<file path="config.mk">
export PLATFORM = sky130hd
export DESIGN_NAME = ppu_config_seq
export DESIGN_NICKNAME = d
export VERILOG_FILES = /design/src/rtl/ppu_config_seq.sv
export SDC_FILE = /design/constraint.sdc
export NUM_CORES = 1
export LEC_CHECK = 0
export ABC_AREA = 1
export CAP_MARGIN = 20
export CORE_ASPECT_RATIO = 1.1
export CORE_MARGIN = 1
export CORE_UTILIZATION = 53
export DETAILED_ROUTE_END_ITERATION = 8
export PLACE_DENSITY_LB_ADDON = 0.12
export SLEW_MARGIN = 10
export SYNTH_ARGS = -nofsm -noshare
export SYNTH_HDL_FRONTEND = slang
export SYNTH_SLANG_ARGS = --single-unit
</file>
<file path="constraint.sdc">
create_clock -name clk_pix -period 2.2 [get_ports clk_pix]
set_input_delay 0.33 -clock clk_pix [delete_from_list [all_inputs] [get_ports clk_pix]]
set_output_delay 0.33 -clock clk_pix [all_outputs]
set_load 0.03 [all_outputs]
</file>
<file path="src/rtl/ppu_config_seq.sv">
// ppu_config_seq: loads a small configuration table into the PPU over a
// strobe/ack handshake, then accepts PPU pixel data and forwards it as
// colour channels to the VGA driver.
//
// Ports:
//   clk_pix, sim_rst                   pixel clock, async active-high reset
//   cfg_we/cfg_addr/cfg_wdata          configuration table write port
//   cfg_len, mode_in                   words to send and mode latched on start
//   start, reload, frame_start         sequence triggers
//   de                                 data enable from VGA timing
//   ppu_sync, ppu_mode                 load-in-progress flag, latched mode
//   ppu_data_i, ppu_stb_i, ppu_ack_i   config word handshake towards the PPU
//   ppu_data_o, ppu_stb_o, ppu_ack_o   pixel data handshake from the PPU
//   pix_r, pix_g, pix_b                colour to VGA driver
//   busy, err                          SEND in progress, sticky ack timeout
module ppu_config_seq #(
    parameter int unsigned CORDW           = 10,
    parameter int unsigned DW              = 8,
    parameter int unsigned DEPTH           = 16,
    parameter int unsigned MODEW           = 3,
    parameter int unsigned CHW             = 2,
    parameter int unsigned TIMEOUT         = 255,
    parameter bit          RELOAD_ON_FRAME = 1'b0
) (
    input  logic                       clk_pix,
    input  logic                       sim_rst,
    input  logic                       cfg_we,
    input  logic [$clog2(DEPTH)-1:0]   cfg_addr,
    input  logic [DW-1:0]              cfg_wdata,
    input  logic [$clog2(DEPTH):0]     cfg_len,
    input  logic [MODEW-1:0]           mode_in,
    input  logic                       start,
    input  logic                       reload,
    input  logic                       frame_start,
    input  logic                       de,
    output logic                       ppu_sync,
    output logic [MODEW-1:0]           ppu_mode,
    output logic [DW-1:0]              ppu_data_i,
    output logic                       ppu_stb_i,
    input  logic                       ppu_ack_i,
    input  logic [DW-1:0]              ppu_data_o,
    input  logic                       ppu_stb_o,
    output logic                       ppu_ack_o,
    output logic [CHW-1:0]             pix_r,
    output logic [CHW-1:0]             pix_g,
    output logic [CHW-1:0]             pix_b,
    output logic                       busy,
    output logic                       err
);

    localparam int unsigned AW = $clog2(DEPTH);
    localparam int unsigned LW = AW + 1;
    localparam int unsigned PW = 3 * CHW;
    localparam int unsigned WW = $clog2(TIMEOUT + 1);

    // Coordinate width is part of the shared parameter set but unused here.
    localparam int unsigned cordw_unused = CORDW;

    typedef enum logic [1:0] {
        S_IDLE  = 2'd0,
        S_SEND  = 2'd1,
        S_RUN   = 2'd2,
        S_ERROR = 2'd3
    } state_e;

    state_e                state_q, state_d;
    logic [AW-1:0]         idx_q, idx_d;
    logic [LW-1:0]         len_q, len_d;
    logic [WW-1:0]         wait_q, wait_d;
    logic [MODEW-1:0]      mode_q, mode_d;
    logic                  err_q, err_d;
    logic [PW-1:0]         pix_q, pix_d;
    logic [DW-1:0]         data_q, data_d;
    logic                  stb_q, stb_d;
    logic                  sync_q, sync_d;
    logic                  ack_o_q, ack_o_d;
    logic                  busy_q, busy_d;
    logic [CHW-1:0]        r_q, r_d, g_q, g_d, b_q, b_d;

    logic [DW-1:0]         mem_q [DEPTH];
    logic                  addr_ok_c;
    logic [LW-1:0]         len_start_c;
    logic                  reload_c;
    logic [DW-1:0]         data_o_unused;

    // Only the top 3*CHW bits of the PPU pixel word carry colour.
    assign data_o_unused = ppu_data_o;

    // Out-of-range addresses are only possible for non-power-of-two depths.
    if (DEPTH == (1 << AW)) begin : g_addr_pow2
        assign addr_ok_c = 1'b1;
    end else begin : g_addr_range
        assign addr_ok_c = ({1'b0, cfg_addr} < LW'(DEPTH));
    end

    assign len_start_c = (cfg_len > LW'(DEPTH)) ? LW'(DEPTH) : cfg_len;
    assign reload_c    = reload || (RELOAD_ON_FRAME && frame_start);

    // Config table; contents are not reset. Frozen while words are being sent.
    always_ff @(posedge clk_pix) begin
        if (cfg_we && addr_ok_c && (state_q != S_SEND)) begin
            mem_q[cfg_addr] <= cfg_wdata;
        end
    end

    // State and output registers.
    always_ff @(posedge clk_pix or posedge sim_rst) begin
        if (sim_rst) begin
            state_q <= S_IDLE;
            idx_q   <= '0;
            len_q   <= '0;
            wait_q  <= '0;
            mode_q  <= '0;
            err_q   <= 1'b0;
            pix_q   <= '0;
            data_q  <= '0;
            stb_q   <= 1'b0;
            sync_q  <= 1'b0;
            ack_o_q <= 1'b0;
            busy_q  <= 1'b0;
            r_q     <= '0;
            g_q     <= '0;
            b_q     <= '0;
        end else begin
            state_q <= state_d;
            idx_q   <= idx_d;
            len_q   <= len_d;
            wait_q  <= wait_d;
            mode_q  <= mode_d;
            err_q   <= err_d;
            pix_q   <= pix_d;
            data_q  <= data_d;
            stb_q   <= stb_d;
            sync_q  <= sync_d;
            ack_o_q <= ack_o_d;
            busy_q  <= busy_d;
            r_q     <= r_d;
            g_q     <= g_d;
            b_q     <= b_d;
        end
    end

    // Next-state and next-output logic.
    always_comb begin
        state_d = state_q;
        idx_d   = idx_q;
        len_d   = len_q;
        wait_d  = wait_q;
        mode_d  = mode_q;
        err_d   = err_q;
        pix_d   = pix_q;

        unique case (state_q)
            S_IDLE, S_ERROR, S_RUN: begin
                if (start) begin
                    mode_d  = mode_in;
                    len_d   = len_start_c;
                    idx_d   = '0;
                    wait_d  = '0;
                    err_d   = 1'b0;
                    state_d = (len_start_c != '0) ? S_SEND : S_RUN;
                end else if ((state_q == S_RUN) && reload_c && (len_q != '0)) begin
                    idx_d   = '0;
                    wait_d  = '0;
                    state_d = S_SEND;
                end
                if ((state_q == S_RUN) && ppu_stb_o) begin
                    pix_d = ppu_data_o[DW-1 -: PW];
                end
            end
            S_SEND: begin
                if (ppu_ack_i) begin
                    wait_d = '0;
                    if ({1'b0, idx_q} == (len_q - LW'(1))) begin
                        idx_d   = '0;
                        state_d = S_RUN;
                    end else begin
                        idx_d = idx_q + AW'(1);
                    end
                end else if (wait_q == WW'(TIMEOUT - 1)) begin
                    wait_d  = '0;
                    err_d   = 1'b1;
                    state_d = S_ERROR;
                end else begin
                    wait_d = wait_q + WW'(1);
                end
            end
            default: state_d = S_IDLE;
        endcase

        // Present the next word one cycle ahead so data and strobe register together.
        data_d  = (state_d == S_SEND) ? mem_q[idx_d] : data_q;
        stb_d   = (state_d == S_SEND);
        sync_d  = (state_d == S_SEND);
        busy_d  = (state_d == S_SEND);
        ack_o_d = (state_d == S_RUN);

        // Colour gated by de one cycle later; blank outside RUN/SEND.
        r_d = '0;
        g_d = '0;
        b_d = '0;
        if (de && ((state_q == S_RUN) || (state_q == S_SEND))) begin
            r_d = pix_q[PW-1 -: CHW];
            g_d = pix_q[2*CHW-1 -: CHW];
            b_d = pix_q[CHW-1:0];
        end
    end

    assign ppu_sync   = sync_q;
    assign ppu_mode   = mode_q;
    assign ppu_data_i = data_q;
    assign ppu_stb_i  = stb_q;
    assign ppu_ack_o  = ack_o_q;
    assign pix_r      = r_q;
    assign pix_g      = g_q;
    assign pix_b      = b_q;
    assign busy       = busy_q;
    assign err        = err_q;

endmodule

</file>
# [Yosys cells after proc, flatten, opt, wreduce, memory -nomap -nowiden]
# Memory sizes are Yosys's and may differ from the RTL's. A register that Yosys moved wholly into a read port is not among the register bits.
# Index checks and enable logic that the tools add are counted.
# W data, S select, Z words.
[word_totals] input_bits=37 word_cells=69 n_memories=1 ram_bits=128 regBits=37
[classes] add_sub_neg=3 n_mux=27 n_lt_le_gt_ge=1 eq_ne=12 reduce_logical=13
[memory_table] name="mem_q" depth=16 width=8 read_ports=1 rd_clocked_by_memory_dff=1 wr=1 line="80" source="logic [DW-1:0] mem_q [DEPTH];"
[op_table] op="$mux W8" n=4
[op_table] op="$mux W2" n=9
[op_table] op="$mux W4" n=4
[op_table] op="$pmux W8 S2" n=1
[op_table] op="$reduce_bool A5 Y1" n=2
[op_table] op="$add A8 B1 Y8 const B" n=1
[op_table] op="$eq A8 B8 Y1 const B" n=1
[op_table] op="$pmux W4 S2" n=1
[op_table] op="$eq A2 B2 Y1 const B" n=3
[op_table] op="$ne A2 B2 Y1 const B" n=3
[op_table] op="$eq A4 B5 Y1" n=1
[op_table] op="$gt A5 B5 Y1 const B" n=1
[op_table] op="$logic_and A1 B1 Y1" n=5
[op_table] op="$mux W1" n=5
[op_table] op="$mux W5" n=1
[op_table] op="$sub A5 B1 Y5 const B" n=1
[op_table] op="$add A4 B1 Y4 const B" n=1
[op_table] op="$eq A2 B1 Y1 const B" n=2
[op_table] op="$pmux W2 S2" n=1
[op_table] op="$reduce_and A2 Y1" n=2
[op_table] op="$ne A3 B3 Y1 const B" n=1
[op_table] op="$reduce_and A3 Y1" n=1
[op_table] op="$reduce_or A3 Y1" n=1
[op_table] op="$logic_not A2 Y1" n=1
[op_table] op="3 further kinds" n=3

# [Depth between registers and ports, before layout]
[logic_depth] word_depth=7 ltp_mapped=21 ltp_nobuf=19

# [Worst setup path after synthesis]
# No wires, ideal clock.
[synth_path] kind="flip-flop to flip-flop" start="register len_q[0]" end="register data_q[6], in the netlist ppu_data_i[6], read port of mem_q" arrival_time_ps=1930 setup_ps=117 path_buffers=1 stages_incl_launch_ff=15 required_ps=2083 setup_slack_ps=153 period_less_slack_ps=2047 path_cell_list="dfrtp_1 -> inv_1 -> ha_1 -> or2_1 -> nand3_1 -> nor2_1 -> nand2_2 -> nand2_2 -> o22ai_4 -> buf_2 -> nand3_1 -> nand3_1 -> nand2_1 -> nand2_1 -> nand2_1"
[synth_between] word_cells_on_any_way=15 classes_between="add/sub: 1; eq/ne: 2; mux: 10; reduce/logical: 2"
[synth_rtl] element="start, declared" line="68" source="logic [LW-1:0] len_q, len_d;"
[synth_rtl] element="start signal, assigned" line="127" source="len_q <= len_d;"
[synth_rtl] element="$sub A5 B1 Y5 or $reduce_bool A5 Y1 (tied branches)" line="174, 162"
[synth_rtl] element="$eq A4 B5 Y1 or $logic_and A1 B1 Y1 (tied branches)" line="174, 162"
[synth_rtl] element="$mux W4, on equally long branches" line="174, 162"
[synth_rtl] element="$mux W4, on equally long branches" line="172, 155"
[synth_rtl] element="$pmux W4 S2 *" line="153" source="unique case (state_q)"
[synth_rtl] element="net idx_d[2]" line="67" source="logic [AW-1:0] idx_q, idx_d;"
[synth_rtl] element="end, declared" line="73" source="logic [DW-1:0] data_q, data_d;"
# The timed path passes the listed nets; every way through them passes the cells marked *.
# A chain may end at the register's enable or synchronous reset.

# [Worst setup path in the final report]
[layout_path] start="register len_q[0]" end="register data_q[6], in the netlist ppu_data_i[6], read port of mem_q"
[layout_between] elab_chain_len=6 word_cells_on_any_way=15 classes_between="add/sub: 1; eq/ne: 2; mux: 10; reduce/logical: 2"
[layout_lines] element="$sub A5 B1 Y5 or $reduce_bool A5 Y1 (tied branches)" line="174, 162"
[layout_lines] element="$eq A4 B5 Y1 or $logic_and A1 B1 Y1 (tied branches)" line="174, 162"
[layout_lines] element="$mux W2, on equally long branches" line="174, 162"
[layout_lines] element="$mux W2, on equally long branches" line="172, 155"
[layout_lines] element="$pmux W2 S2" line="153"
[layout_lines] element="$eq A2 B1 Y1" line="192" source="data_d = (state_d == S_SEND) ? mem_q[idx_d] : data_q;"
# Several ways; a longest one is shown, not always the timed one.

==> impl_metrics.toml <==
[outcome]
outcome = "finished, violations left"
violations = "setup timing"

[drt]
remaining_drc_errors = 0
drt_pass1_iterations = 5
postRouteAntennaNets = 0
initialDrtViolationCount = 687
wirelength_mm = 20.24
wl_per_cell_um = 18.65
vias = 5980
viasPerCell = 5.512

[global_route]
grt_max_degree = 65
antenna_found_initial = 0
grt.met1_usage = 0.2912
grt_pass1_wl_mm = 28.01
overflow = 0
first_global_vias = 5498
met3_usage = 0.06427
busiest_layer = "met2"
track_usage = 0.2479
grt.met2_usage = 0.4323

[power_and_ir_drop]
vdd_drop_max_v = 0.0005992
power_frac_comb = 0.451
swShare = 0.3778
p_int_mw = 7.921
powerDensity_mw_per_mm2 = 1245
pwr-share-clk = 0.230
power.total_mw = 12.73
power_switching_mw = 4.810
leakage_nw = 4.346
sequentialPowerShare = 0.319

[layout]
final_cell_mix = "nand2_1, edfxtp_1, nand3_1"
layoutNonFillerInstCount = 1085
nNetsFinal = 923
final_common_cell = "nand2_1"
area_growth_pct = 31.68
antennaDiodeCount = 0
drive_gt1_frac = 0.2150

[timing]
skew_ps = 9.196
finalHoldViolations = 0
finalWorstSetupSlack_ps = -122.7
period_share = 1.056
report.final.setup_viol = 8
finalMaxSlewViolations = 0
worst_pin_slew_ps = 752.5
grt_setup_unrepaired = "yes"
timing.fmax_ghz = 0.4305
max_slew_margin = 0.4952
fin_crit_ps = 2323

[synth]
yosysTopAreaCell = "edfxtp_1"
ys_seq_elements = 173
netlist_area_mm2 = 0.007764
synth.area.top_cells = "edfxtp_1, dfrtp_1, nand3_1"
ys_seq_area_frac = 0.6401
yosys.area.top_type_share = 0.4951
synth.distinct_cells = 30
synth.net_count = 811
yosys_warnings = 0
syn_inst = 768
avgSynthCellArea_um2 = 10.11

[worst_setup_path]
worstPathMaxFanout = 8
arrival_ps = 2640
reg2reg_to = "ppu_data_i[6]"
cp-end-kind = "flip-flop"
required_ps = 2520
critPathLaunch = "len_q[0]"
r2r_cells = 19
r2r-start = "len_q[0]"
worstSetupPathType = "flip-flop to flip-flop"
regToRegSetupSlack_ps = -120
cp-start-kind = "flip-flop"

[clock_network]
cts_tree = "yes"
numCtsBuffers = 17
clock_latency_ps = 430
clockRootBuffer = "clkbuf_16"
ctsHoldBuffers = 0
cts.path.max_buffers = 2
h-tree-depth = 4
clk_pin_slew_ps = 70
clock-sinks = 173

[place]
dp.cells = 1034
place_hpwl_mm = 11.29
globalplace.congestion = 0.8430
port_buffers = 55
pre_cts_slack_ps = -307.2

[floorplanning]
die_w_um = 117.4
die_area_mm2 = 0.01514
die_y_um = 128.9
start_util = 0.5396
core_area_mm2 = 0.01439
num_rows = 46
io_pins = 59

[flow_run]
maxCapViolCount = 0

[worst_hold_path]
hp-class = "input pin to asynchronous set/reset pin"
-- per-stage QoR --
stage	utilization	TNS [ps]	cell area [um^2]	hold WS [ps]
6_report	0.7105	-584.4	10220	260.2
5_1_grt	0.7105	-1486	10220	311.8
4_1_cts	0.6732	-584.1	9687	265.6
3_5_place_dp	0.6145	-2287	8842	464.7
3_3_place_gp	0.6145	-2353	8842	455.1
2_1_floorplan	-	0	7764	428.9
-- cell families after synthesis --
family                   share of synthesized area
AND/OR/NAND/NOR                             0.2490
flip-flops                                  0.6401
buffers and inverters                      0.07768
AO/OA/AOI/OAI                              0.02015
adder cells (fa/ha/maj)                   0.009669
XOR/XNOR                                  0.003385
-- power by group through the flow --
stage               logic, mW  registers (mW)  clock network [mW]
detailed placement       4.27            4.11                   0
global route             6.16            4.10                3.08
CTS                      4.62            4.05                2.95
global placement         4.22            4.10                   0
finish                   5.74            4.06                2.93
floorplan                2.51            4.41                   0
-- critical path, stage by stage, from the launching register on --
cell and delay, ps:
dfrtp_1 400, inv_2 80, ha_4 200, nand2_2 60, inv_2 30, nor2_2 90
nand3_2 90, nor2_4 110, nand2_4 90, nand2_8 160, nand2_8 140, buf_16 170
nand2_1 50, nand2_1 40, nand2_1 90, nand3_2 90, nand3_2 110, nand2_1 70
nand2_1 60, nand2_1 60
-- sequential cells by signal, indices dropped and copies added, names as in the netlist, 2 cells and up --
name / flops
mem_q: 128
ppu_data_i: 8
len_q: 5
idx_q: 4
ppu_mode: 3
state_q: 2
wait_q: 8
pix_g: 2
pix_q: 6
pix_b: 2
pix_r: 2
-- cell type report --
| type | count | area [um^2] |
|---|---|---|
| tap | 192 | 240.2 |
| clock inverter | 11 | 96.34 |
| timing repair buffer | 125 | 1448 |
| multi-input combinational | 461 | 2585 |
| sequential | 173 | 4970 |
| fill | 1032 | 4165 |
| inverter | 102 | 390.4 |
| clock buffer | 21 | 494.2 |
-- synth_stat cells (all sizes together) --
cell,n
a211oi,1
a21oi,14
a31oi,1
buf,31
clkbuf,2
dfrtp,45
edfxtp,128
ha,6
inv,102
nand2,189
nand3,142
nand3b,34
nand4,1
nor2,52
nor3,3
nor3b,1
nor4,1
o21ai,8
o22ai,2
or2,2
xor2,3
-- how the worst max path moves through the flow --
stage	to	slack [ps]
final	ppu_data_i[6]	-120
after global routing	ppu_data_i[6]	-220
after CTS	ppu_data_i[1]	-100
after detailed placement	ppu_data_i[5]	-310
after global placement	ppu_data_i[3]	-320
after floorplan	ppu_data_i[6]	150
-- routing by layer --
metal | vias up | wire, um
li1 | 2771 | -
met1 | 2867 | 7799
met2 | 281 | 10300
met3 | 61 | 1445
met4 | 0 | 692
met5 | - | 0
-- repair_timing --
| action | 4_1_cts | 5_1_grt |
|---|---|---|
| setup buffers | 4 | 1 |
| endpoints found under the hold margin | 0 | 0 |
| pin swaps | 13 | 20 |
| cloned | 2 | 13 |
| gates resized for setup | 35 | 65 |
| setup endpoints to repair | 8 | 9 |
(Power assumes the default switching activity.)
